==> src/rtl/crack_pkg.sv <==
// Shared types and constants for the key-cracking controller:
// FSM state encoding, segment patterns and the hex glyph table.
package crack_pkg;

   typedef enum logic [2:0] {
      IDLE,
      PEND,
      LAUNCH,
      SEARCH,
      SHOW,
      FAIL
   } state_t;

   localparam logic [6:0] SEG_BLANK = 7'h7F;
   localparam logic [6:0] SEG_DASH  = 7'h3F;

   // Active-low glyphs for 0..F; index 0 is the leftmost entry
   localparam logic [0:15][6:0] SEG_GLYPH = {
      7'h40, 7'h79, 7'h24, 7'h30, 7'h19, 7'h12, 7'h02, 7'h78,
      7'h00, 7'h10, 7'h08, 7'h03, 7'h46, 7'h21, 7'h06, 7'h0E
   };

   function automatic logic [6:0] glyph_of(input logic [3:0] nib);
      return SEG_GLYPH[nib];
   endfunction

endpackage

==> src/rtl/crack_ctrl_hex7seg.sv <==
// Single-digit nibble to active-low 7-segment decoder.
module hex7seg (
   input  logic [3:0] nibble,
   output logic [6:0] seg
);
   import crack_pkg::*;

   assign seg = glyph_of(nibble);

endmodule

==> src/rtl/crack_ctrl.sv <==
// Controller for an external key-cracking engine: launches a search,
// times it, optionally aborts it on a cycle limit and shows the result
// on a row of 7-segment digits.
module crack_ctrl #(
   parameter int KEY_W       = 24,
   parameter int NUM_HEX     = KEY_W / 4,
   parameter int TIMEOUT_CYC = 0,
   parameter bit AUTO_START  = 1'b1
) (
   input  logic                 clk,
   input  logic                 rst_n,
   input  logic                 start,
   output logic                 en,
   input  logic                 rdy,
   input  logic [KEY_W-1:0]     key,
   input  logic                 key_valid,
   output logic [NUM_HEX*7-1:0] hex,
   output logic                 busy,
   output logic                 found,
   output logic                 timeout,
   output logic [31:0]          cycles
);
   import crack_pkg::*;

   localparam int          PAD_W   = (4 * NUM_HEX > KEY_W) ? 4 * NUM_HEX : KEY_W;
   localparam logic [31:0] CYC_MAX = 32'hFFFF_FFFF;
   localparam logic [31:0] LIMIT   = 32'(TIMEOUT_CYC);

   state_t               state;
   state_t               state_next;
   logic [KEY_W-1:0]     key_q;
   logic [KEY_W-1:0]     key_d;
   logic                 valid_d;
   logic                 rdy_ok;
   logic                 limit_hit;
   logic [31:0]          cnt_inc;
   logic [PAD_W-1:0]     key_pad;
   logic [NUM_HEX*7-1:0] glyph_all;
   logic [NUM_HEX*7-1:0] hex_d;
   logic                 busy_d;

   // Search qualifiers; the counter is cleared in LAUNCH, so a zero count
   // in SEARCH marks the first cycle, where the engine may still show rdy
   always_comb begin
      cnt_inc   = (cycles == CYC_MAX) ? cycles : cycles + 32'd1;
      rdy_ok    = (state == SEARCH) && (cycles != 32'd0) && rdy;
      limit_hit = (TIMEOUT_CYC > 0) && (state == SEARCH) && (cnt_inc >= LIMIT);
      key_d     = rdy_ok ? key : key_q;
      valid_d   = rdy_ok ? key_valid : found;
   end

   assign key_pad = PAD_W'(key_d);

   generate
      for (genvar i = 0; i < NUM_HEX; i++) begin : g_digit
         hex7seg u_digit (
            .nibble (key_pad[4*i +: 4]),
            .seg    (glyph_all[7*i +: 7])
         );
      end
   endgenerate

   // State register
   always_ff @(posedge clk or negedge rst_n) begin
      if (!rst_n) state <= IDLE;
      else        state <= state_next;
   end

   // Next-state logic; a captured result takes priority over the cycle limit
   always_comb begin
      state_next = state;
      case (state)
         IDLE:      if (start || AUTO_START) state_next = PEND;
         PEND:      if (rdy) state_next = LAUNCH;
         LAUNCH:    state_next = SEARCH;
         SEARCH: begin
            if (rdy_ok)         state_next = SHOW;
            else if (limit_hit) state_next = FAIL;
         end
         SHOW, FAIL: if (start) state_next = PEND;
         default:   state_next = IDLE;
      endcase
   end

   // Outputs: launch pulse from state, next values for the registered outputs
   always_comb begin
      en     = (state == LAUNCH);
      busy_d = (state_next == PEND) || (state_next == LAUNCH) || (state_next == SEARCH);
      case (state_next)
         SHOW:    hex_d = valid_d ? glyph_all : {NUM_HEX{SEG_DASH}};
         FAIL:    hex_d = {NUM_HEX{SEG_DASH}};
         default: hex_d = {NUM_HEX{SEG_BLANK}};
      endcase
   end

   // Result registers: counter, captured key and status flags
   always_ff @(posedge clk or negedge rst_n) begin
      if (!rst_n) begin
         busy    <= 1'b0;
         hex     <= {NUM_HEX{SEG_BLANK}};
         found   <= 1'b0;
         timeout <= 1'b0;
         cycles  <= 32'd0;
         key_q   <= '0;
      end else begin
         busy <= busy_d;
         hex  <= hex_d;
         case (state)
            LAUNCH: begin
               cycles  <= 32'd0;
               found   <= 1'b0;
               timeout <= 1'b0;
            end
            SEARCH: begin
               cycles <= cnt_inc;
               if (rdy_ok) begin
                  key_q <= key;
                  found <= key_valid;
               end else if (limit_hit) begin
                  timeout <= 1'b1;
               end
            end
            SHOW, FAIL: begin
               if (start) begin
                  found   <= 1'b0;
                  timeout <= 1'b0;
               end
            end
            default: ;
         endcase
      end
   end

endmodule

==> config.mk <==
export PLATFORM = sky130hd
export DESIGN_NAME = crack_ctrl
export DESIGN_NICKNAME = d
export VERILOG_FILES = /design/src/rtl/crack_pkg.sv /design/src/rtl/crack_ctrl_hex7seg.sv /design/src/rtl/crack_ctrl.sv
export SDC_FILE = /design/constraint.sdc
export NUM_CORES = 1
export LEC_CHECK = 0
export BUFFER_PORTS_ARGS = -buffer_cell sky130_fd_sc_hd__buf_2
export CORE_UTILIZATION = 47
export CTS_BUF_LIST = sky130_fd_sc_hd__clkbuf_16
export CTS_CLUSTER_SIZE = 10
export DETAILED_ROUTE_END_ITERATION = 10
export PLACE_DENSITY = 0.71
export SLEW_MARGIN = 10
export SYNTH_ARGS = -nofsm -noshare
export SYNTH_HDL_FRONTEND = slang
export SYNTH_SLANG_ARGS = --single-unit
export TNS_END_PERCENT = 20
==> constraint.sdc <==
create_clock -name clk -period 3.14 [get_ports clk]
set_input_delay 0.157 -clock clk [delete_from_list [all_inputs] [get_ports clk]]
set_output_delay 0.157 -clock clk [all_outputs]
set_load 0.02 [all_outputs]
==> impl_metrics.csv, run 1 <==
group,metric,value,unit
die,core_area,0.0127,mm^2
sta,finClkSkew,0.00782,ns
sta,post-route-min-period,2.97,ns
power,vdd_drop_max,0.560,mV
cells_and_area,area_growth,18.8,%
place,detailedPlace.worstSlack,0.181,ns
sta,number_of_setup_violations_in_the_final_report,0,
global_route,grt_antenna_before_repair,0,
cells_and_area,insertedDiodeCount,0,
cells_and_area,final_core_utilization,0.575,
global_route,first_global_vias,4956,
global_route,grt_pass1_wl,23300,um
clocking,clk-insertion-delay-late,0.35,ns
place,port-buffer-count,105,
place,gp_congestion,0.857,
sta,hold_violations,0,
die,die_area,0.0135,mm^2
clocking,clockRootBuffer,"sky130_fd_sc_hd__clkbuf_16",
global_route,grt_overflow,0,
critical_path,cp.arrival,3.24,ns
sta,final.period_utilization,0.946,
sta,final.setup.tns,0,ns
yosys,synthesized_netlist_net_count,653,
routing,post-route-drc-count,0,
power,leakage_power,3.34,nW
worst_hold_path,min-delay-path-class,"in2reg",
cells_and_area,most-common-layout-cells,"sky130_fd_sc_hd__buf_2, sky130_fd_sc_hd__dfrtp_1, sky130_fd_sc_hd__inv_1, sky130_fd_sc_hd__mux2i_1, sky130_fd_sc_hd__dfstp_2",
critical_path,critPathLaunchType,"register",
critical_path,cp_data_required_time,3.41,ns
sta,clock.fmax,0.337,GHz
yosys,postSynth.asyncResetShare,1.00,
yosys,synth_area,0.00613,mm^2
place,detailed_place_hpwl,10400,um
yosys,synth-seq-area-share,0.429,
critical_path,cp-end-kind,"register",
yosys,synth_enable_flop_cells,0,
cells_and_area,leading_cell_type_in_the_layout_fill_and_taps_excluded,"sky130_fd_sc_hd__buf_2",
clocking,h_tree_levels,3,
cells_and_area,layout.nets,771,
routing,drt-vias-per-instance,5.66,
sta,whs,0.0758,ns
clocking,tritoncts_num_sinks,103,
critical_path,timing_worst_setup_path_type,"reg2reg",
routing,initialDrtViolationCount,250,
critical_path,worstPathMaxFanout,8,
routing,drtAntennaViolNets,0,
yosys,netlist.area_leader.share,0.249,
yosys,library_cells_used_by_synthesis,64,
yosys,syn_inst,586,
cells_and_area,fillCellCount,1127,
routing,first_pass_iters,5,
die,die-width,116,um
run_status,status,"finished, final reports clean",
clocking,numCtsBuffers,9,
sta,final.setup.worst_slack,0.169,ns
sta,rsz0062_at_grt,"no",
yosys,synthTopCellsByArea,"sky130_fd_sc_hd__dfrtp_1, sky130_fd_sc_hd__dfstp_2, sky130_fd_sc_hd__ha_1, sky130_fd_sc_hd__mux2i_1, sky130_fd_sc_hd__xnor2_1",
clocking,cts.path.max_buffers,2,
clocking,post_cts.repair.setup_buffers,0,
routing,via_total_after_detailed_routing,4989,
yosys,syn-mean-instance-area,10.5,um^2
cells_and_area,drive_gt1_frac,0.323,
yosys,ys_ff_latch,103,
die,fp.dieH,116,um
cells_and_area,fin_cells,881,
yosys,synth_top_cell_by_area,"sky130_fd_sc_hd__dfrtp_1",
sta,maxSlewViolCount,0,
job,drv_cap,0,
die,rows,41,
clocking,clk_pin_slew,0.07,ns
yosys,yosysWarningCount,0,
power,power_density_over_cell_area,944,mW/mm^2
die,io_pins,107,
global_route,grt_use_total,0.221,
place,place.detailed.instances,864,
global_route,grt_start_max_net_pins,71,
routing,routed_wire_length_per_instance,16.2,um
routing,totalWireLength,14300,um
die,initial_utilization,0.484,
clocking,tritoncts_clock_tree,"done",
sta,slew-limit-headroom,0.394,
sta,tightest_slew,0.909,ns
yosys,dominantRegCellSynth,"sky130_fd_sc_hd__dfrtp_1",
==> logic make-up (layout without fill, tap and decap cells) <==
group           after synthesis  in the layout  synth area share
mux                          67             67             0.132
other cells                   1              1          0.000611
fa+ha+maj                    38             38            0.0775
xor+xnor                     23             23            0.0328
simple gates                167            167             0.151
flops                       103            103             0.429
compound gates              110            110             0.123
buf+inv                      77            200            0.0551
==> final cells by class <==
type	instances	area (um^2)	area share
Clock buffer	9	225	0.0309
Clock inverter	7	82.6	0.0113
Inverter	50	188	0.0257
Multi-Input combinational cell	406	3190	0.437
Sequential cell	103	2630	0.361
Tap cell	172	215	0.0295
Timing Repair Buffer	134	761	0.104
==> worst max-delay path: stages (launching register included) <==
cell and delay (ns):
sky130_fd_sc_hd__dfrtp_1 0.44, sky130_fd_sc_hd__nor4_1 0.41, sky130_fd_sc_hd__and4_1 0.30, sky130_fd_sc_hd__a21o_4 0.23, sky130_fd_sc_hd__mux2i_2 0.40, sky130_fd_sc_hd__inv_1 0.19
sky130_fd_sc_hd__ha_1 0.27, sky130_fd_sc_hd__mux4_2 0.45, sky130_fd_sc_hd__or2_1 0.21
==> final timing paths <==
check / cells after the start / slack [ns] / endpoint / from
setup / recovery: 8 / 0.17 / hex[17] / cycles[10]
hold / removal: 2 / 0.08 / key_q[16] / key[16]
setup reg to reg: 8 / 0.17 / hex[17] / cycles[10]
hold reg to reg: 1 / 0.51 / key_q[16] / key_q[16]
max in group asynchronous: 3 / 1.80 / hex[2] / rst_n
min in group asynchronous: 2 / 0.46 / cycles[7] / rst_n
==> per-layer routing <==
metal	up-vias	wire length, um	track usage
met3	26	767	0.0467
met5	-	0	0
met1	2461	6070	0.263
li1	2349	-	-
met2	153	7120	0.382
met4	0	299	0.0983
==> registers in the layout, summed over array words and instances, names as in the netlist <==
register  flops
hex          42
cycles       32
key_q        24
state         3
busy          1
found         1
==> per-stage QoR <==
step	power (mW)	cell area [um^2]
after floorplan	4.68	6140
final	6.88	7290
after global routing	7.39	7290
after detailed placement	5.70	6960
after CTS	6.91	7280
after global placement	5.54	6960
==> synthesized netlist by cell type (8+ instances only) <==
cell                        n
sky130_fd_sc_hd__a21oi_1   26
sky130_fd_sc_hd__and4_1    10
sky130_fd_sc_hd__buf_2      8
sky130_fd_sc_hd__clkbuf_1  11
sky130_fd_sc_hd__dfrtp_1   61
sky130_fd_sc_hd__dfstp_2   42
sky130_fd_sc_hd__ha_1      38
sky130_fd_sc_hd__inv_1     40
sky130_fd_sc_hd__inv_2     10
sky130_fd_sc_hd__mux2i_1   44
sky130_fd_sc_hd__nand2_1   27
sky130_fd_sc_hd__nand2b_1   8
sky130_fd_sc_hd__nand3_1   15
sky130_fd_sc_hd__nand4_1   17
sky130_fd_sc_hd__nor2_1    32
sky130_fd_sc_hd__nor2b_1    9
sky130_fd_sc_hd__nor3_1     9
sky130_fd_sc_hd__nor4_1    10
sky130_fd_sc_hd__o21ai_0   11
sky130_fd_sc_hd__o21ai_1   10
sky130_fd_sc_hd__o221ai_1  10
sky130_fd_sc_hd__xnor2_1   22
==> timing repair <==
item                                    CTS  global route
hold endpoints to repair                 56             0
resized for setup                         0             2
endpoints found under the setup margin    0             4
hold buffers                              1             0
==> power by group <==
group	total, mW	switching (mW)	internal (mW)
logic	3.67	2.20	1.47
clock network	1.17	0.483	0.688
registers	2.04	0.238	1.80
(Power assumes the default switching activity.)
==> run 2, diff against run 1 <==
- PLACE_DENSITY: 0.71 -> default
- PLACE_DENSITY_LB_ADDON: default -> 0.15
- clock period: 3.14 -> 2.4 ns (I/O delays scaled with it)
==> impl_metrics.csv, run 2 (same netlist as run 1, synthesis figures left out) <==
group,metric,value,unit
cells_and_area,largest_reg_flops,42,
cells_and_area,multi_input_comb_area,0.00367,mm^2
power,vdd_drop_max,0.929,mV
global_route,grt_overflow,0,
routing,totalWireLength,16600,um
clocking,cts.path.max_buffers,2,
clocking,clk_pin_slew,0.07,ns
routing,drtAntennaViolNets,0,
global_route,grt_start_max_net_pins,63,
sta,final.period_utilization,1.14,
cells_and_area,register_area,0.00263,mm^2
routing,first_pass_iters,4,
critical_path,total_buffers_and_inverters_traversed_by_the_critical_path,4,
die,rows,41,
die,fp.dieH,116,um
clocking,clk-insertion-delay-late,0.36,ns
sta,clock.fmax,0.367,GHz
critical_path,timing_worst_setup_path_type,"reg2reg",
sta,maxSlewViolCount,0,
sta,post-route-min-period,2.73,ns
cells_and_area,register_containing_the_most_flip_flops_in_the_final_layout,"hex",
run_status,status,"complete, but fails checks",
place,place.detailed.instances,974,
cells_and_area,fillCellCount,927,
power,leakage_power,4.06,nW
sta,hold_violations,0,
sta,tightest_slew,0.484,ns
sta,rsz0062_at_grt,"yes",
place,gp_congestion,0.916,
clocking,tritoncts_clock_tree,"done",
cells_and_area,final_core_utilization,0.709,
clocking,tritoncts_num_sinks,103,
worst_hold_path,min-delay-path-class,"in2reg",
critical_path,crit_path_max_incr_delay,0.43,ns
critical_path,crit_chain,"nor4_2, buf_4, and4_4, a21o_4, buf_12, mux2_4, inv_4, ha_4, inv_2, mux4_2, or2_1",
die,core_area,0.0127,mm^2
routing,routed_wire_length_per_instance,16.3,um
power,power_density_over_cell_area,1310,mW/mm^2
sta,slew-limit-headroom,0.669,
critical_path,crit_family,"simple AND/OR/NAND/NOR gates",
cells_and_area,area_growth,46.4,%
critical_path,cp-end-kind,"register",
critical_path,worstPathMaxFanout,7,
place,detailedPlace.worstSlack,-0.462,ns
clocking,clockRootBuffer,"sky130_fd_sc_hd__clkbuf_16",
routing,drt-vias-per-instance,5.43,
global_route,grt_use_total,0.247,
cells_and_area,leading_cell_type_in_the_layout_fill_and_taps_excluded,"sky130_fd_sc_hd__buf_4",
place,placement.cell_area,0.00794,mm^2
critical_path,worst_path_max_delay_cell,"sky130_fd_sc_hd__mux4_2",
routing,post-route-drc-count,0,
cells_and_area,reg_top3,"hex x42, cycles x32, key_q x24",
die,io_pins,107,
routing,via_total_after_detailed_routing,5524,
cells_and_area,final_instance_area,0.00898,mm^2
critical_path,cp.arrival,3.01,ns
cells_and_area,layout.nets,907,
critical_path,rrSetupSlack,-0.33,ns
sta,final.setup.worst_slack,-0.327,ns
cells_and_area,most-common-layout-cells,"sky130_fd_sc_hd__buf_4, sky130_fd_sc_hd__buf_2, sky130_fd_sc_hd__dfrtp_1",
power,finalPower,11.8,mW
sta,finClkSkew,0.00692,ns
die,initial_utilization,0.484,
clocking,numCtsBuffers,9,
global_route,grt_pass1_wl,25800,um
global_route,first_global_vias,5306,
critical_path,critPathLaunchType,"register",
place,detailed_place_hpwl,11800,um
run_status,violated_checks,"negative setup slack",
die,die-width,116,um
critical_path,cp_data_required_time,2.69,ns
cells_and_area,drive_gt1_frac,0.528,
routing,initialDrtViolationCount,330,
die,die_area,0.0135,mm^2
global_route,grt_antenna_before_repair,1,
sta,number_of_setup_violations_in_the_final_report,40,
cells_and_area,insertedDiodeCount,0,
cells_and_area,fin_cells,1017,
clocking,h_tree_levels,3,
job,drv_cap,0,
place,port-buffer-count,105,
## run 2: changes by cell type in the layout (fill, tap and decap cells not counted), moves of 10 or more
cell and change:
sky130_fd_sc_hd__buf_4 +112, sky130_fd_sc_hd__ha_1 -23, sky130_fd_sc_hd__buf_6 +17, sky130_fd_sc_hd__inv_1 -16
sky130_fd_sc_hd__ha_4 +13, sky130_fd_sc_hd__inv_2 +11, sky130_fd_sc_hd__ha_2 +10
## run 2: layer usage
layer,vias to the layer above,GRT usage,wire [um],part of all wire
met5,-,0,10,0.00060
met2,145,0.428,8260,0.50
met3,26,0.0633,760,0.046
met1,2725,0.306,7270,0.44
met4,2,0.0624,259,0.016
li1,2626,-,-,-
## run 2: final timing paths
| path | cells past startpoint | from | endpoint |
|---|---|---|---|
| worst max-delay path | 11 | cycles[8] | hex[17] |
| worst min-delay path | 2 | key[16] | key_q[16] |
| worst max register to register | 11 | cycles[8] | hex[17] |
| worst min register to register | 1 | key_q[16] | key_q[16] |
| max in group asynchronous | 3 | rst_n | hex[32] |
| min in group asynchronous | 2 | rst_n | cycles[6] |
## run 2: where the power goes
group,internal [mW],switching (mW),leakage [nW]
combinational,3.62,3.80,2.68
sequential,2.36,0.296,1.22
clock,1.02,0.676,0.166
total,7.01,4.77,4.06
## run 2: what timing repair did
item / in CTS / in global routing
pin swaps: 19 / 19
gates resized for setup: 57 / 53
hold buffers: 1 / 0
setup buffers: 16 / 13
endpoints found under the setup margin: 43 / 53
endpoints found under the hold margin: 31 / 0
## run 2: cell type report
cell class	count	area share
clock buffers	9	0.0251
clock inverters	7	0.0134
inverters	50	0.0217
multi-input cells	406	0.408
flip-flops and latches	103	0.293
well taps	172	0.0240
repair buffers	270	0.214
## run 2: metrics by stage
stage / TNS, ns / hold WS [ns]
after detailed placement: -12.26 / 0.0151
after CTS: -5.16 / 0.0118
after global placement: -14.48 / 0.0143
after floorplan: -9.11 / -0.176
final: -6.18 / 0.0289
after global routing: -10.06 / 0.0270
